`src/rtl/setbit_pkg.sv`:
```
// setbit_enum shared types and width helpers.
// Imported by the enumerator top and its helpers.
package setbit_pkg;

  typedef enum logic [0:0] {
    IDLE = 1'b0,
    EMIT = 1'b1
  } state_t;

  function automatic int idx_w(input int w);
    return $clog2(w);
  endfunction

  function automatic int cnt_w(input int w);
    return $clog2(w + 1);
  endfunction

endpackage

```
`src/rtl/setbit_enum_lsb_find.sv`:
```
// lsb_find: lowest-set-bit priority encoder.
// Same halving tree as popcnt; low half wins.
module lsb_find #(
  parameter int WIDTH = 8,
  parameter int OW    = 3
) (
  input  logic [WIDTH-1:0] d,
  output logic [OW-1:0]    idx,
  output logic             found
);

  generate
    if (WIDTH == 1) begin : g_leaf
      assign idx   = '0;
      assign found = d[0];
    end else begin : g_split
      localparam int LO = WIDTH / 2;
      localparam int HI = WIDTH - LO;
      logic [OW-1:0] li;
      logic [OW-1:0] hi;
      logic          lf;
      logic          hf;
      lsb_find #(.WIDTH(LO), .OW(OW)) u_lo (
        .d     (d[LO-1:0]),
        .idx   (li),
        .found (lf)
      );
      lsb_find #(.WIDTH(HI), .OW(OW)) u_hi (
        .d     (d[WIDTH-1:LO]),
        .idx   (hi),
        .found (hf)
      );
      assign found = lf | hf;
      assign idx   = lf ? li : (OW'(LO) + hi);
    end
  endgenerate

endmodule

```
`src/rtl/setbit_enum_popcnt.sv`:
```
// popcnt: recursive adder-tree population count.
// Halves the word until single bits remain.
module popcnt #(
  parameter int WIDTH = 8,
  parameter int CW    = $clog2(WIDTH + 1)
) (
  input  logic [WIDTH-1:0] d,
  output logic [CW-1:0]    cnt
);

  generate
    if (WIDTH == 1) begin : g_leaf
      assign cnt = CW'(d[0]);
    end else begin : g_split
      localparam int LO = WIDTH / 2;
      localparam int HI = WIDTH - LO;
      logic [CW-1:0] lc;
      logic [CW-1:0] hc;
      popcnt #(.WIDTH(LO), .CW(CW)) u_lo (
        .d   (d[LO-1:0]),
        .cnt (lc)
      );
      popcnt #(.WIDTH(HI), .CW(CW)) u_hi (
        .d   (d[WIDTH-1:LO]),
        .cnt (hc)
      );
      assign cnt = lc + hc;
    end
  endgenerate

endmodule

```
`src/rtl/setbit_enum.sv`:
```
// setbit_enum: serialises a bit mask into one
// beat per set bit, LSB first, with rank/total.
module setbit_enum
  import setbit_pkg::*;
#(
  parameter int WIDTH = 64
) (
  input  logic                      i_clk,
  input  logic                      i_rst_n,
  input  logic                      i_valid,
  output logic                      o_ready,
  input  logic [WIDTH-1:0]          i_data,
  output logic                      o_valid,
  input  logic                      i_ready,
  output logic [idx_w(WIDTH)-1:0]   o_index,
  output logic [cnt_w(WIDTH)-1:0]   o_rank,
  output logic [cnt_w(WIDTH)-1:0]   o_total,
  output logic                      o_last,
  output logic                      o_zero
);

  localparam int IW = idx_w(WIDTH);
  localparam int CW = cnt_w(WIDTH);

  state_t          state;
  state_t          state_n;
  logic [WIDTH-1:0] mask;
  logic [CW-1:0]   rank;
  logic [CW-1:0]   total;
  logic            zero;

  logic [IW-1:0]   lidx;
  logic            lfound;
  logic [CW-1:0]   pc;

  logic            emit;
  logic            fire_out;
  logic            load;
  logic            adv;
  logic            clr;

  lsb_find #(.WIDTH(WIDTH), .OW(IW)) u_lsb (
    .d     (mask),
    .idx   (lidx),
    .found (lfound)
  );

  popcnt #(.WIDTH(WIDTH), .CW(CW)) u_pc (
    .d   (i_data),
    .cnt (pc)
  );

  // Outputs, handshake decode and next state
  always_comb begin
    state_n  = state;
    emit     = (state == EMIT);
    o_valid  = emit;
    o_index  = lfound ? lidx : '0;
    o_rank   = rank;
    o_total  = total;
    o_zero   = emit && zero;
    o_last   = emit && (zero || (rank == total - CW'(1)));
    fire_out = emit && i_ready;
    o_ready  = !emit || (i_ready && o_last);
    load     = i_valid && o_ready;
    adv      = fire_out && !o_last;
    clr      = fire_out && o_last && !i_valid;
    if (load) begin
      state_n = EMIT;
    end else if (clr) begin
      state_n = IDLE;
    end
  end

  // FSM state register
  always_ff @(posedge i_clk or negedge i_rst_n) begin
    if (!i_rst_n) begin
      state <= IDLE;
    end else begin
      state <= state_n;
    end
  end

  // Mask/rank/total datapath; idle clears so outputs read zero
  always_ff @(posedge i_clk or negedge i_rst_n) begin
    if (!i_rst_n) begin
      mask  <= '0;
      rank  <= '0;
      total <= '0;
      zero  <= 1'b0;
    end else if (load) begin
      mask  <= i_data;
      rank  <= '0;
      total <= pc;
      zero  <= ~|i_data;
    end else if (adv) begin
      mask  <= mask & (mask - WIDTH'(1));
      rank  <= rank + CW'(1);
    end else if (clr) begin
      mask  <= '0;
      rank  <= '0;
      total <= '0;
      zero  <= 1'b0;
    end
  end

endmodule

```
`config.mk`:
```
export PLATFORM = sky130hd
export DESIGN_NAME = setbit_enum
export DESIGN_NICKNAME = d
export VERILOG_FILES = /design/src/rtl/setbit_pkg.sv /design/src/rtl/setbit_enum_lsb_find.sv /design/src/rtl/setbit_enum_popcnt.sv /design/src/rtl/setbit_enum.sv
export SDC_FILE = /design/constraint.sdc
export NUM_CORES = 1
export LEC_CHECK = 0
export ABC_AREA = 1
export BUFFER_PORTS_ARGS = -buffer_cell sky130_fd_sc_hd__buf_2
export CORE_MARGIN = 2
export CORE_UTILIZATION = 35
export DETAILED_ROUTE_END_ITERATION = 10
export SETUP_SLACK_MARGIN = 0.05
export SYNTH_ARGS = -nofsm -noshare
export SYNTH_HDL_FRONTEND = slang
export SYNTH_SLANG_ARGS = --single-unit
```
`constraint.sdc`:
```
create_clock -name i_clk -period 4.6 [get_ports i_clk]
set_clock_uncertainty 0.15 [all_clocks]
set_input_delay 0.69 -clock i_clk [delete_from_list [all_inputs] [get_ports i_clk]]
set_output_delay 0.69 -clock i_clk [all_outputs]
set_load 0.01 [all_outputs]
```
==> load_flow_metrics.sql <==
INSERT INTO impl_metrics (metric_group, metric, value, unit) VALUES
('cells_and_area', 'finish.net_count', '1445', ''),
('route', 'routed_via_density', '4.90', ''),
('clocking', 'clock_tree_from_tritoncts', 'done', ''),
('route', 'drc_marker_count_from_the_first_detailed_route_iteration', '689', ''),
('global_route', 'grt_first_pass_wirelength', '42.1', 'mm'),
('critical_path', 'timing.critical_path.required', '4.74', 'ns'),
('critical_path', 'critical_path.startpoint_type', 'primary input', ''),
('critical_path', 'slowest_stage', 'sky130_fd_sc_hd__fa_2', ''),
('die', 'floorplan.die_area', '25000', 'um2'),
('sta', 'final.min_clock_period', '5.65', 'ns'),
('power_and_ir_drop', 'totalPowerFinal', '8.88', 'mW'),
('critical_path', 'reg2reg_depth', '15', ''),
('route', 'wirelength', '27.1', 'mm'),
('die', 'initial_core_utilization', '35.5', '%'),
('synth', 'synth_area_leader_cell', 'sky130_fd_sc_hd__dfrtp_1', ''),
('synth', 'fraction_of_synthesis_flops_using_an_asynchronous_set_or_reset_pin', '100', '%'),
('cells_and_area', 'area_growth', '23.0', '%'),
('global_route', 'grt.total_usage', '22.5', '%'),
('route', 'postRouteAntennaNets', '0', ''),
('sta', 'final_critical_path_setup_slack', '-1.05', 'ns'),
('placement', 'gp_congestion', '0.932', ''),
('clocking', 'cts_sink_cnt', '80', ''),
('global_route', 'grt-ovfl-total', '0', ''),
('cells_and_area', 'fillerInstances', '2465', ''),
('die', 'floorplan.rows', '56', ''),
('critical_path', 'critPathMaxFanout', '3', ''),
('sta', 'report.final.slew_viol_count', '0', ''),
('clocking', 'ctsRootBufferMaster', 'sky130_fd_sc_hd__clkbuf_16', ''),
('cells_and_area', 'multi_input_comb_area', '5620', 'um2'),
('power_and_ir_drop', 'leakage_power_summed_over_all_cells', '5.82', 'nW'),
('clocking', 'cts-root-to-sink-buffers', '2', ''),
('cells_and_area', 'area.sequential', '2000', 'um2'),
('critical_path', 'path_class', 'in2reg', ''),
('synth', 'synth.most_common_cell', 'sky130_fd_sc_hd__nand2_1', ''),
('synth', 'edff_count_synth', '0', ''),
('die', 'core_area', '23400', 'um2'),
('placement', 'placed_wire_length_estimate_after_detailed_placement', '22.1', 'mm'),
('critical_path', 'timing.rr.end', 'mask[35]', ''),
('critical_path', 'cp-startpoint', 'i_data[34]', ''),
('die', 'die_h', '158', 'um'),
('route', 'via_count', '7793', ''),
('sta', 'totalNegativeSetupSlack', '-6.11', 'ns'),
('synth', 'ys_dominant_reg_cell', 'sky130_fd_sc_hd__dfrtp_1', ''),
('critical_path', 'critPathMaxStageDelay', '0.60', 'ns'),
('placement', 'placement.io_buffers', '91', ''),
('synth', 'synth.top_cells.by_area', 'sky130_fd_sc_hd__dfrtp_1 (24%), sky130_fd_sc_hd__fa_1 (13%), sky130_fd_sc_hd__nand2_1 (12%)', ''),
('clocking', 'cts_made_buffers', '9', ''),
('power_and_ir_drop', 'power_per_cell_area', '870', 'nW/um2'),
('synth', 'syn-mean-instance-area', '7.39', 'um2'),
('synth', 'synth_top_area_share', '24.1', '%'),
('sta', 'finalSetupViolations', '7', ''),
('status', 'status', 'complete, but fails checks', ''),
('synth', 'yosysUniqueCellTypes', '38', ''),
('clocking', 'clk-insertion-delay-late', '0.35', 'ns'),
('hold_path', 'hold_class', 'in2async', ''),
('die', 'design.portCount', '92', ''),
('critical_path', 'cp.buffers_inverters', '7', ''),
('synth', 'synthesis.yosys.warnings', '0', ''),
('critical_path', 'timing.rr.start', 'o_total[0]', ''),
('clocking', 'clk_slew_on_worst_s_h_paths', '0.07', 'ns'),
('sta', 'timing_worst_slew_pin_value', '0.983', 'ns'),
('global_route', 'antenna_found_initial', '2', ''),
('job', 'max_cap_violations', '0', ''),
('synth', 'list_of_most_frequent_post_synthesis_cells', 'sky130_fd_sc_hd__nand2_1 (270), sky130_fd_sc_hd__inv_1 (201), sky130_fd_sc_hd__nor2_1 (131)', ''),
('global_route', 'number_of_global_route_vias_before_repair', '7515', ''),
('critical_path', 'crit_arrival', '5.80', 'ns'),
('synth', 'synth.yosys.seq_area_share', '24.1', '%'),
('status', 'violated_checks', 'setup timing', ''),
('sta', 'timing_hold_violations_final', '0', ''),
('synth', 'synth.ff_latch_count', '80', ''),
('die', 'floorplan.die.width', '158', 'um');
## cell usage in the layout (no fill, tap or decap), drive strengths merged
| cell | count |
|---|---|
| ha | 58 |
| nand3 | 159 |
| nand2 | 276 |
| diode | 2 |
| clkbuf | 10 |
| xnor2 | 4 |
| o211ai | 2 |
| o21bai | 2 |
| nor3 | 3 |
| a211oi | 2 |
| nor3b | 1 |
| clkinvlp | 2 |
| o21a | 1 |
| or2 | 3 |
| fa | 53 |
| nor2 | 143 |
| nand3b | 1 |
| dfrtp | 80 |
| o21ai | 20 |
| nand4 | 31 |
| a21oi | 28 |
| or3b | 1 |
| o22ai | 6 |
| a31oi | 1 |
| inv | 202 |
| bufinv | 2 |
| nor4 | 9 |
| clkinv | 3 |
| xor2 | 6 |
| buf | 162 |
## cell families after synthesis
group           share of synthesized area [%]
buf+inv                                  12.3
fa+ha+maj                                21.5
compound gates                           4.06
flops                                    24.1
simple gates                             36.9
xor+xnor                                 1.06
## worst max-delay path by stage
stage	slack (ns)	endpoint
after floorplan	-1.13	o_total[6]
after global placement	-1.53	o_total[6]
after detailed placement	-1.60	o_total[6]
after CTS	-1.03	o_total[6]
after global routing	-1.23	o_total[6]
final	-1.05	o_total[6]
## timing repair
action | in CTS | in global routing
hold buffers | 0 | 0
pin swaps | 46 | 33
resized for setup | 47 | 33
setup buffers | 2 | 0
endpoints found under the setup margin | 7 | 7
## registers in the layout, indices dropped and copies added (netlist names)
signal	cells
mask	64
o_rank	7
o_total	7
o_valid	1
zero	1
## cell type report
type	instances	area share (%)
Tap cell	319	3.91
Timing Repair Buffer	162	10.5
Antenna cell	2	0.0490
Sequential cell	80	19.6
Inverter	203	7.64
Multi-Input combinational cell	810	55.0
Clock inverter	6	0.907
Clock buffer	10	2.34
## worst register-to-register path: stages, from the launching register on
cell and delay, ns:
sky130_fd_sc_hd__dfrtp_1 0.44, sky130_fd_sc_hd__inv_2 0.12, sky130_fd_sc_hd__ha_1 0.29, sky130_fd_sc_hd__nand2_1 0.11, sky130_fd_sc_hd__nand2_1 0.08, sky130_fd_sc_hd__nand2_1 0.05
sky130_fd_sc_hd__nand2_1 0.05, sky130_fd_sc_hd__nand3_1 0.08, sky130_fd_sc_hd__nor2_2 0.13, sky130_fd_sc_hd__nand2_4 0.19, sky130_fd_sc_hd__nand2_4 0.12, sky130_fd_sc_hd__nand2_2 0.06
sky130_fd_sc_hd__nand2_4 0.40, sky130_fd_sc_hd__buf_4 0.50, sky130_fd_sc_hd__nand3_2 0.20, sky130_fd_sc_hd__nand2_1 0.13
## routing by layer
metal | part of all wire (%) | global-route usage, % | up-vias
met5 | 0 | 0 | -
met4 | 2.7 | 7.46 | 0
met3 | 5.5 | 3.56 | 37
met2 | 47 | 35.7 | 222
met1 | 45 | 31.4 | 3724
li1 | - | - | 3810
## metrics by stage
stage	hold slack [ns]	setup WS, ns	util (%)	instances	instance area (um2)
6_report	0.260	-1.05	43.6	1592	10200
5_1_grt	0.314	-1.23	43.6	1592	10200
4_1_cts	0.278	-1.03	43.2	1590	10100
3_5_place_dp	0.334	-1.60	40.9	1572	9580
3_3_place_gp	0.331	-1.53	40.9	1572	9580
2_1_floorplan	0.244	-1.13	-	1123	8450
## power breakdown
group	switching (mW)	leakage (nW)	internal [mW]
logic	3.45	4.56	3.86
clock network	0.325	0.155	0.493
registers	0.0322	1.11	0.725
total	3.81	5.82	5.07
Power figures use the tool's default switching activity.
